**src/rtl/cmp_result_monitor_pkg.sv**
```systemverilog
// ----------------------------------------------------------------------------
// cmp_mon_pkg
// Purpose : shared types and constants for the comparator result monitor.
//           Holds the result-code encodings, the FSM state encodings and the
//           helpers that classify and encode a one-hot {gt,eq,lt} sample.
// Ports   : none (package)
// ----------------------------------------------------------------------------
package cmp_mon_pkg;

  typedef logic [1:0] code_t;

  // 00 is reserved as "no code"; it is never emitted on the event stream.
  localparam code_t CODE_NONE = 2'b00;
  localparam code_t CODE_GT   = 2'b01;
  localparam code_t CODE_EQ   = 2'b10;
  localparam code_t CODE_LT   = 2'b11;

  typedef enum logic {
    ST_IDLE = 1'b0,  // no open run
    ST_RUN  = 1'b1   // run_code/run_len describe the open run
  } state_t;

  // Exactly one of the three flags set.
  function automatic logic is_one_hot(input logic gt, input logic eq, input logic lt);
    return (gt ^ eq ^ lt) & ~(gt & eq & lt);
  endfunction

  // Only meaningful for one-hot inputs; anything else maps to CODE_NONE.
  function automatic code_t onehot_to_code(input logic gt, input logic eq, input logic lt);
    code_t code;
    code = CODE_NONE;
    if (is_one_hot(gt, eq, lt)) begin
      if (gt)      code = CODE_GT;
      else if (eq) code = CODE_EQ;
      else         code = CODE_LT;
    end
    return code;
  endfunction

endpackage

```
**src/rtl/cmp_result_monitor_if.sv**
```systemverilog
// ----------------------------------------------------------------------------
// cmp_result_monitor_if
// Purpose : bundles the monitor's input sample stream, output event stream
//           and status outputs.
// Signals : in_valid/in_ready/gt/eq/lt/flush  - comparator result stream
//           evt_valid/evt_ready/evt_code/evt_len - run-length event stream
//           alarm, err, cnt_gt/cnt_eq/cnt_lt   - status and tallies
// Modports: slave  - the monitor itself
//           master - the environment driving samples and consuming events
// ----------------------------------------------------------------------------
interface cmp_result_monitor_if #(
  parameter int RUN_W = 4,
  parameter int CNT_W = 8
);
  logic             in_valid;
  logic             in_ready;
  logic             gt;
  logic             eq;
  logic             lt;
  logic             flush;
  logic             evt_valid;
  logic             evt_ready;
  logic [1:0]       evt_code;
  logic [RUN_W-1:0] evt_len;
  logic             alarm;
  logic             err;
  logic [CNT_W-1:0] cnt_gt;
  logic [CNT_W-1:0] cnt_eq;
  logic [CNT_W-1:0] cnt_lt;

  modport slave (
    input  in_valid, gt, eq, lt, flush, evt_ready,
    output in_ready, evt_valid, evt_code, evt_len, alarm, err,
           cnt_gt, cnt_eq, cnt_lt
  );

  modport master (
    output in_valid, gt, eq, lt, flush, evt_ready,
    input  in_ready, evt_valid, evt_code, evt_len, alarm, err,
           cnt_gt, cnt_eq, cnt_lt
  );
endinterface

```
**src/rtl/cmp_result_monitor_sat_counter.sv**
```systemverilog
// ----------------------------------------------------------------------------
// sat_counter
// Purpose : W-bit up-counter that sticks at all-ones instead of wrapping,
//           with a synchronous load that takes priority over increment.
// Ports   : clk, rst       - clock, asynchronous active-high reset (q -> 0)
//           i_inc          - increment by one unless already saturated
//           i_clr_load     - load i_load_val (use 0 to clear)
//           i_load_val     - value loaded by i_clr_load
//           o_q            - current count
// ----------------------------------------------------------------------------
module sat_counter #(
  parameter int W = 4
) (
  input  logic         clk,
  input  logic         rst,
  input  logic         i_inc,
  input  logic         i_clr_load,
  input  logic [W-1:0] i_load_val,
  output logic [W-1:0] o_q
);

  logic [W-1:0] r_q;

  always_ff @(posedge clk or posedge rst) begin
    if (rst) begin
      r_q <= '0;
    end else if (i_clr_load) begin
      r_q <= i_load_val;
    end else if (i_inc && (r_q != {W{1'b1}})) begin
      r_q <= r_q + 1'b1;
    end
  end

  assign o_q = r_q;

endmodule

```
**src/rtl/cmp_result_monitor.sv**
```systemverilog
// ----------------------------------------------------------------------------
// cmp_result_monitor
// Purpose : consumes the one-hot gt/eq/lt result stream of the 4-bit
//           comparator, run-length encodes consecutive identical results into
//           {code,len} events, raises a level alarm while an open GT run is at
//           or above RUN_THRESH, and latches a sticky error on any accepted
//           non-one-hot sample.
// Ports   : clk  - rising-edge clock
//           rst  - asynchronous active-high reset
//           mon  - cmp_result_monitor_if.slave (sample stream, event stream,
//                  alarm, err, per-code tallies)
// Config  : define CMP_MON_STATS_EN to build the saturating per-code tallies;
//           without it cnt_gt/cnt_eq/cnt_lt are tied to zero.
// ----------------------------------------------------------------------------
module cmp_result_monitor
  import cmp_mon_pkg::*;
#(
  parameter int RUN_W      = 4,
  parameter int RUN_THRESH = 3,
  parameter int CNT_W      = 8
) (
  input  logic                 clk,
  input  logic                 rst,
  cmp_result_monitor_if.slave  mon
);

  state_t           r_state;
  state_t           w_state_next;
  code_t            r_run_code;
  logic [RUN_W-1:0] w_run_len;

  logic             r_evt_valid;
  code_t            r_evt_code;
  logic [RUN_W-1:0] r_evt_len;
  logic             r_err;

  logic             w_in_ready;
  logic             w_alarm;
  logic             w_accept;
  logic             w_legal;
  code_t            w_code;
  logic             w_sample;
  logic             w_flush;
  logic             w_in_run;
  logic             w_emit;
  logic             w_run_load;
  logic             w_run_inc;
  logic [RUN_W-1:0] w_run_load_val;

  // --------------------------------------------------------------------------
  // Input classification
  // --------------------------------------------------------------------------
  assign w_accept = mon.in_valid & w_in_ready;
  assign w_legal  = is_one_hot(mon.gt, mon.eq, mon.lt);
  assign w_code   = onehot_to_code(mon.gt, mon.eq, mon.lt);
  assign w_sample = w_accept & w_legal;
  // flush is gated by in_ready so it can never overwrite a pending event.
  assign w_flush  = mon.flush & w_in_ready;
  assign w_in_run = (r_state == ST_RUN);

  // The open run closes on flush, or on a legal sample with a new code.
  assign w_emit = w_in_run & (w_flush | (w_sample & (w_code != r_run_code)));

  // --------------------------------------------------------------------------
  // FSM: state register
  // --------------------------------------------------------------------------
  always_ff @(posedge clk or posedge rst) begin
    if (rst) begin
      r_state <= ST_IDLE;
    end else begin
      r_state <= w_state_next;
    end
  end

  // --------------------------------------------------------------------------
  // FSM: next-state logic
  // --------------------------------------------------------------------------
  always_comb begin
    w_state_next = r_state;
    unique case (r_state)
      ST_IDLE: if (w_sample) w_state_next = ST_RUN;
      ST_RUN: begin
        // A sample in the flush cycle opens a fresh run after the flush.
        if (w_sample)     w_state_next = ST_RUN;
        else if (w_flush) w_state_next = ST_IDLE;
      end
      default: w_state_next = ST_IDLE;
    endcase
  end

  // --------------------------------------------------------------------------
  // FSM: outputs decoded from registers
  // --------------------------------------------------------------------------
  always_comb begin
    w_in_ready = ~r_evt_valid | mon.evt_ready;
    w_alarm    = w_in_run && (r_run_code == CODE_GT) &&
                 (w_run_len >= RUN_W'(RUN_THRESH));
  end

  // --------------------------------------------------------------------------
  // Open run: code register and saturating length counter
  // --------------------------------------------------------------------------
  always_ff @(posedge clk or posedge rst) begin
    if (rst) begin
      r_run_code <= CODE_NONE;
    end else if (w_sample) begin
      r_run_code <= w_code;
    end
  end

  // Load 1 whenever a sample starts a new run (from IDLE, after a code
  // change, or after a flush even with the same code); load 0 when a flush
  // closes the run with nothing to follow it.
  assign w_run_load     = (w_sample & (~w_in_run | w_emit)) | (w_flush & w_in_run);
  assign w_run_load_val = w_sample ? RUN_W'(1) : '0;
  assign w_run_inc      = w_sample & w_in_run & ~w_emit;

  sat_counter #(.W(RUN_W)) u_run_len (
    .clk        (clk),
    .rst        (rst),
    .i_inc      (w_run_inc),
    .i_clr_load (w_run_load),
    .i_load_val (w_run_load_val),
    .o_q        (w_run_len)
  );

  // --------------------------------------------------------------------------
  // Event output register. A new event may load in the same cycle the
  // previous one is taken, since in_ready is then high via evt_ready.
  // --------------------------------------------------------------------------
  always_ff @(posedge clk or posedge rst) begin
    if (rst) begin
      r_evt_valid <= 1'b0;
      r_evt_code  <= CODE_NONE;
      r_evt_len   <= '0;
    end else if (w_emit) begin
      r_evt_valid <= 1'b1;
      r_evt_code  <= r_run_code;
      r_evt_len   <= w_run_len;
    end else if (mon.evt_ready) begin
      r_evt_valid <= 1'b0;
    end
  end

  // Sticky malformed-sample flag; the sample itself is otherwise ignored.
  always_ff @(posedge clk or posedge rst) begin
    if (rst) begin
      r_err <= 1'b0;
    end else if (w_accept & ~w_legal) begin
      r_err <= 1'b1;
    end
  end

  // --------------------------------------------------------------------------
  // Optional per-code tallies (index 0..2 -> GT, EQ, LT)
  // --------------------------------------------------------------------------
`ifdef CMP_MON_STATS_EN
  logic [CNT_W-1:0] w_stat_q [3];

  for (genvar gi = 0; gi < 3; gi++) begin : g_stat
    sat_counter #(.W(CNT_W)) u_stat (
      .clk        (clk),
      .rst        (rst),
      .i_inc      (w_sample & (w_code == code_t'(gi + 1))),
      .i_clr_load (1'b0),
      .i_load_val ({CNT_W{1'b0}}),
      .o_q        (w_stat_q[gi])
    );
  end

  assign mon.cnt_gt = w_stat_q[0];
  assign mon.cnt_eq = w_stat_q[1];
  assign mon.cnt_lt = w_stat_q[2];
`else
  assign mon.cnt_gt = {CNT_W{1'b0}};
  assign mon.cnt_eq = {CNT_W{1'b0}};
  assign mon.cnt_lt = {CNT_W{1'b0}};
`endif

  assign mon.in_ready  = w_in_ready;
  assign mon.evt_valid = r_evt_valid;
  assign mon.evt_code  = r_evt_code;
  assign mon.evt_len   = r_evt_len;
  assign mon.alarm     = w_alarm;
  assign mon.err       = r_err;

endmodule

```
**src/flat_wrapper.sv**
```systemverilog
// flat-port wrapper written by rule: the top's interface ports become plain ports
module cmp_result_monitor_flat import cmp_mon_pkg::*;
#(
  parameter int RUN_W      = 4,
  parameter int RUN_THRESH = 3,
  parameter int CNT_W      = 8
)
  (clk, rst, mon_in_valid, mon_gt, mon_eq, mon_lt, mon_flush, mon_evt_ready, mon_in_ready, mon_evt_valid, mon_evt_code, mon_evt_len, mon_alarm, mon_err, mon_cnt_gt, mon_cnt_eq, mon_cnt_lt);
  cmp_result_monitor_if #(.RUN_W(RUN_W), .CNT_W(CNT_W)) mon_i ();
  input  logic clk;
  input  logic rst;
  input wire logic [$bits(mon_i.in_valid)-1:0] mon_in_valid;
  input wire logic [$bits(mon_i.gt)-1:0] mon_gt;
  input wire logic [$bits(mon_i.eq)-1:0] mon_eq;
  input wire logic [$bits(mon_i.lt)-1:0] mon_lt;
  input wire logic [$bits(mon_i.flush)-1:0] mon_flush;
  input wire logic [$bits(mon_i.evt_ready)-1:0] mon_evt_ready;
  output wire logic [$bits(mon_i.in_ready)-1:0] mon_in_ready;
  output wire logic [$bits(mon_i.evt_valid)-1:0] mon_evt_valid;
  output wire logic [$bits(mon_i.evt_code)-1:0] mon_evt_code;
  output wire logic [$bits(mon_i.evt_len)-1:0] mon_evt_len;
  output wire logic [$bits(mon_i.alarm)-1:0] mon_alarm;
  output wire logic [$bits(mon_i.err)-1:0] mon_err;
  output wire logic [$bits(mon_i.cnt_gt)-1:0] mon_cnt_gt;
  output wire logic [$bits(mon_i.cnt_eq)-1:0] mon_cnt_eq;
  output wire logic [$bits(mon_i.cnt_lt)-1:0] mon_cnt_lt;
  assign mon_i.in_valid = mon_in_valid;
  assign mon_i.gt = mon_gt;
  assign mon_i.eq = mon_eq;
  assign mon_i.lt = mon_lt;
  assign mon_i.flush = mon_flush;
  assign mon_i.evt_ready = mon_evt_ready;
  assign mon_in_ready = mon_i.in_ready;
  assign mon_evt_valid = mon_i.evt_valid;
  assign mon_evt_code = mon_i.evt_code;
  assign mon_evt_len = mon_i.evt_len;
  assign mon_alarm = mon_i.alarm;
  assign mon_err = mon_i.err;
  assign mon_cnt_gt = mon_i.cnt_gt;
  assign mon_cnt_eq = mon_i.cnt_eq;
  assign mon_cnt_lt = mon_i.cnt_lt;
  cmp_result_monitor #(.RUN_W(RUN_W), .RUN_THRESH(RUN_THRESH), .CNT_W(CNT_W)) u_core (.clk(clk), .rst(rst), .mon(mon_i));
endmodule
```
**config.mk**
```make
export PLATFORM = sky130hd
export DESIGN_NAME = cmp_result_monitor_flat
export DESIGN_NICKNAME = d
export VERILOG_FILES = /design/src/rtl/cmp_result_monitor_pkg.sv /design/src/rtl/cmp_result_monitor_if.sv /design/src/rtl/cmp_result_monitor_sat_counter.sv /design/src/rtl/cmp_result_monitor.sv /design/src/flat_wrapper.sv
export SDC_FILE = /design/constraint.sdc
export NUM_CORES = 1
export LEC_CHECK = 0
export CAP_MARGIN = 20
export CORE_MARGIN = 2
export CORE_UTILIZATION = 50
export CTS_BUF_LIST = sky130_fd_sc_hd__clkbuf_4
export CTS_CLUSTER_DIAMETER = 50
export DETAILED_ROUTE_END_ITERATION = 8
export GPL_TIMING_DRIVEN = 0
export MAX_ROUTING_LAYER = met4
export PLACE_DENSITY = 0.93
export SLEW_MARGIN = 0
export SYNTH_ARGS = -nofsm -noshare
export SYNTH_HDL_FRONTEND = slang
export SYNTH_HIERARCHICAL = 1
export SYNTH_SLANG_ARGS = --single-unit
```
**constraint.sdc**
```tcl
create_clock -name clk -period 6.8 [get_ports clk]
set_clock_uncertainty 0.2 [all_clocks]
set_input_delay 2.04 -clock clk [delete_from_list [all_inputs] [get_ports clk]]
set_output_delay 2.04 -clock clk [all_outputs]
set_load 0.1 [all_outputs]
```
# After elaboration in Yosys (flattened, before gate mapping)
# Index checks and enable logic that the tools add are counted.
# totals
regBits	15
# op_classes
add_sub_neg	1
n_lt_le_gt_ge	1
eq_ne	3
muxes	12
n_bitwise	24
reduce_logical	5
# op_table
op	n
1-bit bitwise AND	13
4-bit two-way mux	2
1-bit two-way mux	7
1-bit NOT	5
4-bit by 1-bit adder with 4-bit output, second input constant	1
4-bit by 2-bit >= comparator with 1-bit output, second input constant	1
2-bit two-way mux	2
4-bit != test, second input constant	1
1-bit OR	4
2-bit nonzero test	2
1-bit logical AND	3
2-bit by 1-bit equality test with 1-bit output, second input constant	1
2-bit != test	1
1-bit case mux with 2 select lines	1
1-bit bitwise XOR	2

# Depth between registers and ports, before layout
# logic_depth
word_depth	14
depth_mapped	11

# Modules after synthesis
# Netlist, hierarchy kept.
# by_module_without_submodules
mod	n_inst	cells_each	area_each_um2
cmp_result_monitor	1	122	1057.3
sat_counter	1	25	246.5

# Worst setup path before layout
# Ideal clock, no wire load.
# synth_timing
path_type	flip-flop to output port
from	register u_core.r_state
to	output port mon_alarm
arrival_ns	2.803
t_required_ns	4.560
slack_ns	1.757
path_stages_with_launch	4
path_buffers	1
path_cell_list	dfrtp_1 -> clkbuf_1 -> nand2_1 -> nor3_1
# synth_between
elab_chain_len	2
# synth_lines
element	line_no	text
start, declared	cmp_result_monitor.sv:27	state_t r_state;
start signal, assigned	cmp_result_monitor.sv:71	r_state <= w_state_next;
1-bit logical AND (2 in a row)	cmp_result_monitor.sv:96	w_alarm = w_in_run && (r_run_code == CODE_GT) &&
end, declared	flat_wrapper.sv:22	output wire logic [$bits(mon_i.alarm)-1:0] mon_alarm;
# No other way between the ends.

# Worst setup path after layout
# layout_timing
from	input port mon_evt_ready
to	output port mon_in_ready
# layout_between
elab_chain_len	1
# layout_lines
element	line_no	text
start, declared	flat_wrapper.sv:17	input wire logic [$bits(mon_i.evt_ready)-1:0] mon_evt_ready;
1-bit OR	cmp_result_monitor.sv:95	w_in_ready = ~r_evt_valid | mon.evt_ready;
end, declared	flat_wrapper.sv:18	output wire logic [$bits(mon_i.in_ready)-1:0] mon_in_ready;
# No other way between the ends.

==> metrics.md <==
| Metric | Value |
|---|---|
| Post-synth cell types | `44` |
| Overflow after GRT | `0` |
| Final Hold Slack | `289.9 ps` |
| VDD IR-drop max | `308.1 uV` |
| Post-CTS Resized | `0` |
| Root Buffer Master | `clkbuf_4` |
| Gr usage total | `0.2281` |
| Fillers | `202` |
| Min Tclk post-route | `slightly above 6000 ps` |
| Post-synthesis compound-gate area fraction | `0.3205` |
| Synthesized netlist cell count | `147` |
| Final Routed Wirelength | `2992 um` |
| CTS tree | `yes` |
| RSZ-0062 raised after global routing | `no` |
| Post-synth EDFFs | `0` |
| Crit path required time | `between 4000 and 5000 ps` |
| Area share of fa/ha/maj cells after synthesis | `0.02879` |
| Status | `finished clean` |
| Dpl hpwl | `2236 um` |
| Fmax | `163.1 MHz` |
| First-pass GRT wire length | `4823 um` |
| Clock Pin Slew Worst Setup and Hold Paths | `100 ps` |
| Slew margin rel. | `0.3537` |
| Vias/cell | `around 5.6` |
| Setup Total Neg Slack | `0 ps` |
| Static Leak | `about 0.74 nW` |
| CTS sink count | `15` |
| Share of cells above drive strength 1 | `0.2216` |
| Syn avg cell area | `8.869 um^2` |
| Sequential share of the synthesized area | `0.2879` |
| Startpoint class of the critical path | `input pin` |
| Ports | `42` |
| Dpl cells | `220` |
| CTS buffer count | `3` |
| Post-Syn Area | `approximately 0.0013 mm^2` |
| Initial Util | `0.5263` |
| Gpl congestion | `0.9229` |
| Non-Filler Instances | `224` |
| Vias in the first global route | `1077` |
| Critical path capture point type | `primary output` |
| MaxCap Viol Count | `0` |
| Die W | `55.07 um` |
| Die area | `just over 0.003 mm^2` |
| Async set or reset register ratio after synthesis | `1.000` |
| Residual DRC | `0` |
| Rows | `18` |
| Post-CTS Setup Bufs | `0` |
| Height of the die | `55.07 um` |
| Pwr Density | `387.4 mW/mm^2` |
| Slew Limit Fails | `0` |
| Port Buffer Count | `17` |
| Final Hold Vio Count | `0` |
| Worst EP arrival | `3890 ps` |
| 1st-iter DRT viols | `57` |
| Synth Warn # | `6` |
| Core area | `0.002477 mm^2` |
| DRT Pass-1 Iters | `4` |
| H-tree levels | `1` |
| Largest net degree at the start of global routing | `12` |
| Simple logic cell fraction of the synthesized area | `0.1670` |
| XOR/XNOR Fraction of Synth Area | `0` |
| Worst-path fanout max | `5` |
| Synth Register Bits | `15` |
| N_diodes | `0` |
| Via count | `approximately 1300` |
| Least-Margin Pin Slew | `966.4 ps` |
| Post-Route Utilization | `0.6616` |
| Initial antenna violation count | `0` |
| CP Class | `input pin to primary output` |
| Clk_lat worst skew | `280 ps` |
| Largest family of logic cells by synthesized area | `compound AO/OA/AOI/OAI gates` |
| Hold Buf Count CTS | `0` |
| Area Overhead vs Synth | `25.72%` |
| # setup viols final | `0` |
| Multiplexer area fraction after synthesis | `0.007678` |
| Drt wl/cell | `13.36 um` |
| Deepest clock path buffer count | `2` |
| # nets final | `206` |
| Antenna viol nets, final | `0` |
| Crit share post-route | `0.9014` |
| Hold Crit Class | `flop to flop` |
| Primary FF master, synth | `dfrtp_1` |
==> routing by layer <==
metal	track usage	vias up	share of wire
met5	-	-	0
met4	0.06504	0	0.0057
met3	0.05914	4	0.10
met2	0.3512	74	0.49
met1	0.2962	568	0.40
li1	-	605	-
==> cell usage after synthesis, types with 2 or more instances <==
cell type,number,area (um^2)
a2111oi_0,7,61.31
a21oi_1,2,10.01
buf_4,25,187.7
clkbuf_1,2,7.510
dfrtp_1,15,375.4
ha_1,3,37.54
inv_1,10,37.54
nand2_1,18,67.56
nand2b_1,4,25.02
nor3_1,3,15.01
o211ai_1,6,45.04
o21ai_0,10,50.05
o221a_2,6,67.56
o41ai_1,6,52.55
==> area by class of cell <==
class                           instances  area, um^2  area share
Sequential cell                        15       375.4      0.2290
Multi-Input combinational cell        119       784.5      0.4786
Timing Repair Buffer                   17       170.2      0.1038
Clock buffer                            4       30.03     0.01832
Buffer                                 28       200.2      0.1221
Tap cell                               30       37.54     0.02290
Inverter                               11       41.29     0.02519
==> cell families (layout without fill, tap and decap cells) <==
family                     after synthesis  count (layout)
AOI/OAI and AO/OA                       50              50
buffers and inverters                   39              60
and+or+nand+nor                         38              38
DFF                                     15              15
adders and majority gates                3               3
other                                    1              27
muxes                                    1               1
==> where the power goes <==
part	total, W	internal [W]	switching (W)
Sequential	0.000158	0.000122	0.0000364
Clock	0.0000570	0.0000267	0.0000303
Combinational	0.000420	0.000114	0.000305
Total	0.000635	0.000263	0.000372
==> layout by cell type (no fill, tap or decap), drive strengths merged, types with 7 or more instances in the layout <==
master,count
clkdlybuf4s50,17
dfrtp,15
inv,10
conb,27
a2111oi,7
nand2,18
o21ai,10
buf,26
==> flip-flops by register name (all words and copies together) (netlist names) <==
register,count
u_core/u_run_len/o_q,4
u_core/r_state,1
u_core/mon.err,1
u_core/r_run_code,2
u_core/mon.evt_valid,1
u_core/mon.evt_len,4
u_core/mon.evt_code,2
==> critical path, stage by stage <==
cell and delay (ps):
clkdlybuf4s50_1 470, nor2b_1 90, inv_1 140, clkdlybuf4s50_1 1150
==> through the flow <==
| stage | area [um^2] | setup slack [ps] | power [W] |
|---|---|---|---|
| global route | 1639 | 593.6 | 0.0006703 |
| detailed placement | 1609 | 684.9 | 0.0005743 |
| CTS | 1639 | 683.9 | 0.0006334 |
| finish | 1639 | 670.6 | 0.0006349 |
| global placement | 1609 | 717.3 | 0.0005623 |
| floorplan | 1401 | 1757 | 0.0004923 |
==> final timing paths <==
check	start	end	slack (ps)	depth (start not counted)
setup / recovery	mon_evt_ready	mon_in_ready	670	4
hold / removal	u_core/mon.err$_DFFE_PP0P_	u_core/mon.err$_DFFE_PP0P_	290	1
setup reg to reg	u_core/r_state$_DFF_PP0_	u_core/u_run_len/o_q[1]$_DFFE_PP0P_	4270	6
hold reg to reg	u_core/mon.err$_DFFE_PP0P_	u_core/mon.err$_DFFE_PP0P_	290	1
max in group asynchronous	rst	u_core/mon.evt_len[0]$_DFFE_PP0P_	4180	2
min in group asynchronous	rst	u_core/u_run_len/o_q[3]$_DFFE_PP0P_	1770	2
No activity file was read; power rests on OpenSTA's default activity.
==> RTL edit: new RTL, same flow settings <==
Make the reset (`rst`) synchronous in 5 clocked blocks. Comments in the files are not updated.
--- a/src/rtl/cmp_result_monitor_sat_counter.sv
+++ b/src/rtl/cmp_result_monitor_sat_counter.sv
@@ -21,7 +21,7 @@
 
   logic [W-1:0] r_q;
 
-  always_ff @(posedge clk or posedge rst) begin
+  always_ff @(posedge clk) begin
     if (rst) begin
       r_q <= '0;
     end else if (i_clr_load) begin
--- a/src/rtl/cmp_result_monitor.sv
+++ b/src/rtl/cmp_result_monitor.sv
@@ -64,7 +64,7 @@
   // --------------------------------------------------------------------------
   // FSM: state register
   // --------------------------------------------------------------------------
-  always_ff @(posedge clk or posedge rst) begin
+  always_ff @(posedge clk) begin
     if (rst) begin
       r_state <= ST_IDLE;
     end else begin
@@ -100,7 +100,7 @@
   // --------------------------------------------------------------------------
   // Open run: code register and saturating length counter
   // --------------------------------------------------------------------------
-  always_ff @(posedge clk or posedge rst) begin
+  always_ff @(posedge clk) begin
     if (rst) begin
       r_run_code <= CODE_NONE;
     end else if (w_sample) begin
@@ -128,7 +128,7 @@
   // Event output register. A new event may load in the same cycle the
   // previous one is taken, since in_ready is then high via evt_ready.
   // --------------------------------------------------------------------------
-  always_ff @(posedge clk or posedge rst) begin
+  always_ff @(posedge clk) begin
     if (rst) begin
       r_evt_valid <= 1'b0;
       r_evt_code  <= CODE_NONE;
@@ -143,7 +143,7 @@
   end
 
   // Sticky malformed-sample flag; the sample itself is otherwise ignored.
-  always_ff @(posedge clk or posedge rst) begin
+  always_ff @(posedge clk) begin
     if (rst) begin
       r_err <= 1'b0;
     end else if (w_accept & ~w_legal) begin
Function: differs if rst is asserted again (counterexample within 4 cycles, from zero or initial values and one cycle with rst high); with rst held inactive, the same outputs for 10 cycles.
==> RTL edit against the unedited design <==
Synthesized area is 22% lower. Register-to-register slack better by 80 ps. Design area is 18% lower. Critical path depth stayed put. Routed wire length is 31% lower. Setup slack worse by 39 ps. Global-route usage is 3.9 points lower. Non-clock buffer count is 2 lower. Via count is 29% lower. Critical endpoint unchanged. Sequential cell count stayed put. Synthesized cell count is 18% lower. First-iteration DRC count is 74% lower.
Power is not compared: it rests on default switching activity, and its combinational part moved more than twofold at a synthesized area within 25%.
==> RTL edit: results (changes against the unedited design) <==
status finished, final reports clean (unchanged); routability cong. 0.759 (was 0.923); multi-input logic area 601 um2 (was 785 um2); I/O Buffers 17 (unchanged); HP Class register to register (unchanged); mux cell area share after synthesis 5.90% (was 0.768%); Arr. time, crit path 3930 ps (was 3890 ps); largest net degree at the start of global routing 12 (unchanged); Synth area leaders dfxtp_1 29%, buf_4 18%, mux2i_1 5.9% (was dfrtp_1 29%, buf_4 14%, nand2_1 5.2%); synthesis-stage register bit count 15 (unchanged); adder-cell area share of the yosys netlist 3.69% (was 2.88%); Root Buffer clkbuf_4 (unchanged); CTS buffer count 3 (unchanged); DRT iter0 DRCs 15 (was 57); clock-net power 0.0000521 W; total track usage 18.9% (was 22.8%); first-pass GRT wire length 3520 um (was 4820 um); Placement Setup Slack 655 ps (was 685 ps); multi-input gate share of total cell area 44.6% (was 47.9%); clock latency at the later pin of the worst-skew pair 280 ps (about the same); Avg Vias per Cell 4.55 (was 5.58); met2 routed WL 1110 um (was 1460 um); Multi-In Gates 98 (was 119); number of setup buffers added after CTS 0 (unchanged); synth unique cells 37 (was 44); Slew headroom 34.7% (was 35.4%); clk slew on worst S/H paths 90 ps; worst hold start u_core/mon.evt_code[1]$_SDFFE_PP0P_ (was u_core/mon.err$_DFFE_PP0P_); Logic inverters 7 (was 11); met1 Use GR 19.9% (was 29.6%); max-cap viol count 0 (unchanged); Layout Nets 179 (was 206); Compound-Gate Fraction of Synth Area 17.7% (was 32.1%); GR Util met2 34.5% (was 35.1%); leak pwr 0.602 nW; Power Total 0.000271 W; Crit. Startpoint mon_evt_ready (unchanged); count of non-CTS buffers in the layout 43 (was 45); asr flop ratio synth 0% (was 100%); met3 GRT Util 4.91% (was 5.91%); share of cells above drive strength 1 22.2% (about the same); P_seq 0.0000986 W; layout filler cell count 180 (was 202); commonest cells in the netlist 24 x buf_4, 16 x nand2_1, 15 x dfxtp_1, 7 x inv_1, 7 x nor2_1 (was 25 x buf_4, 18 x nand2_1, 15 x dfrtp_1, 10 x inv_1, 10 x o21ai_0); Placement Cell Area 1320 um2 (was 1610 um2); register area 300 um2 (was 375 um2); Layout non-clock buf frac 26.6% (was 22.6%); XOR/XNOR Fraction of Synth Area 0% (unchanged); number of global-route vias before repair 858 (was 1077); CLK BUF 3 (was 4); Final HPWL DP 1700 um (was 2240 um); Crit Path Max Fanout 3 (was 5); ClkCell Share 2.04% (was 1.83%); CP max stage delay 1000 ps (was 1150 ps); met3 WL post-DR 98 um (was 310 um); Metal-1 WL 857 um (was 1210 um); Post-Route WL 2070 um (was 2990 um); sequential area share after synthesis 29.5% (was 28.8%); worst r2r src u_core/r_run_code[1]$_SDFFE_PP0P_ (was u_core/r_state$_DFF_PP0_); Critical-path top delay cell clkdlybuf4s50_1 (unchanged)
[RTL edit: cell types whose count changed in the layout (fill, tap and decap cells not counted), moves of 3 or more]
cell and change:
o221a_2 -6, mux2i_1 +5, nor2_1 +7, inv_1 -3, o21ai_0 -9, a211oi_1 +3, a2111oi_0 -5, nand2b_1 -4
dfrtp_1 -15, o41ai_1 -6, dfxtp_1 +15, o211ai_1 -6
[RTL edit: final timing paths]
kind / endpoint / slack, ps / cells past startpoint
max: mon_in_ready / 630 / 4
min: u_core/mon.evt_code[1]$_SDFFE_PP0P_ / 260 / 2
max reg2reg: u_core/u_run_len/o_q[2]$_SDFFE_PP0P_ / 4350 / 7
min reg2reg: u_core/mon.evt_code[1]$_SDFFE_PP0P_ / 260 / 2
[RTL edit: per-stage QoR]
stage                     std cells  hold WS (ps)
after floorplan                 146           270
after global placement          190           241
after detailed placement        190           248
after CTS                       194           264
after global routing            194           305
final                           194           264
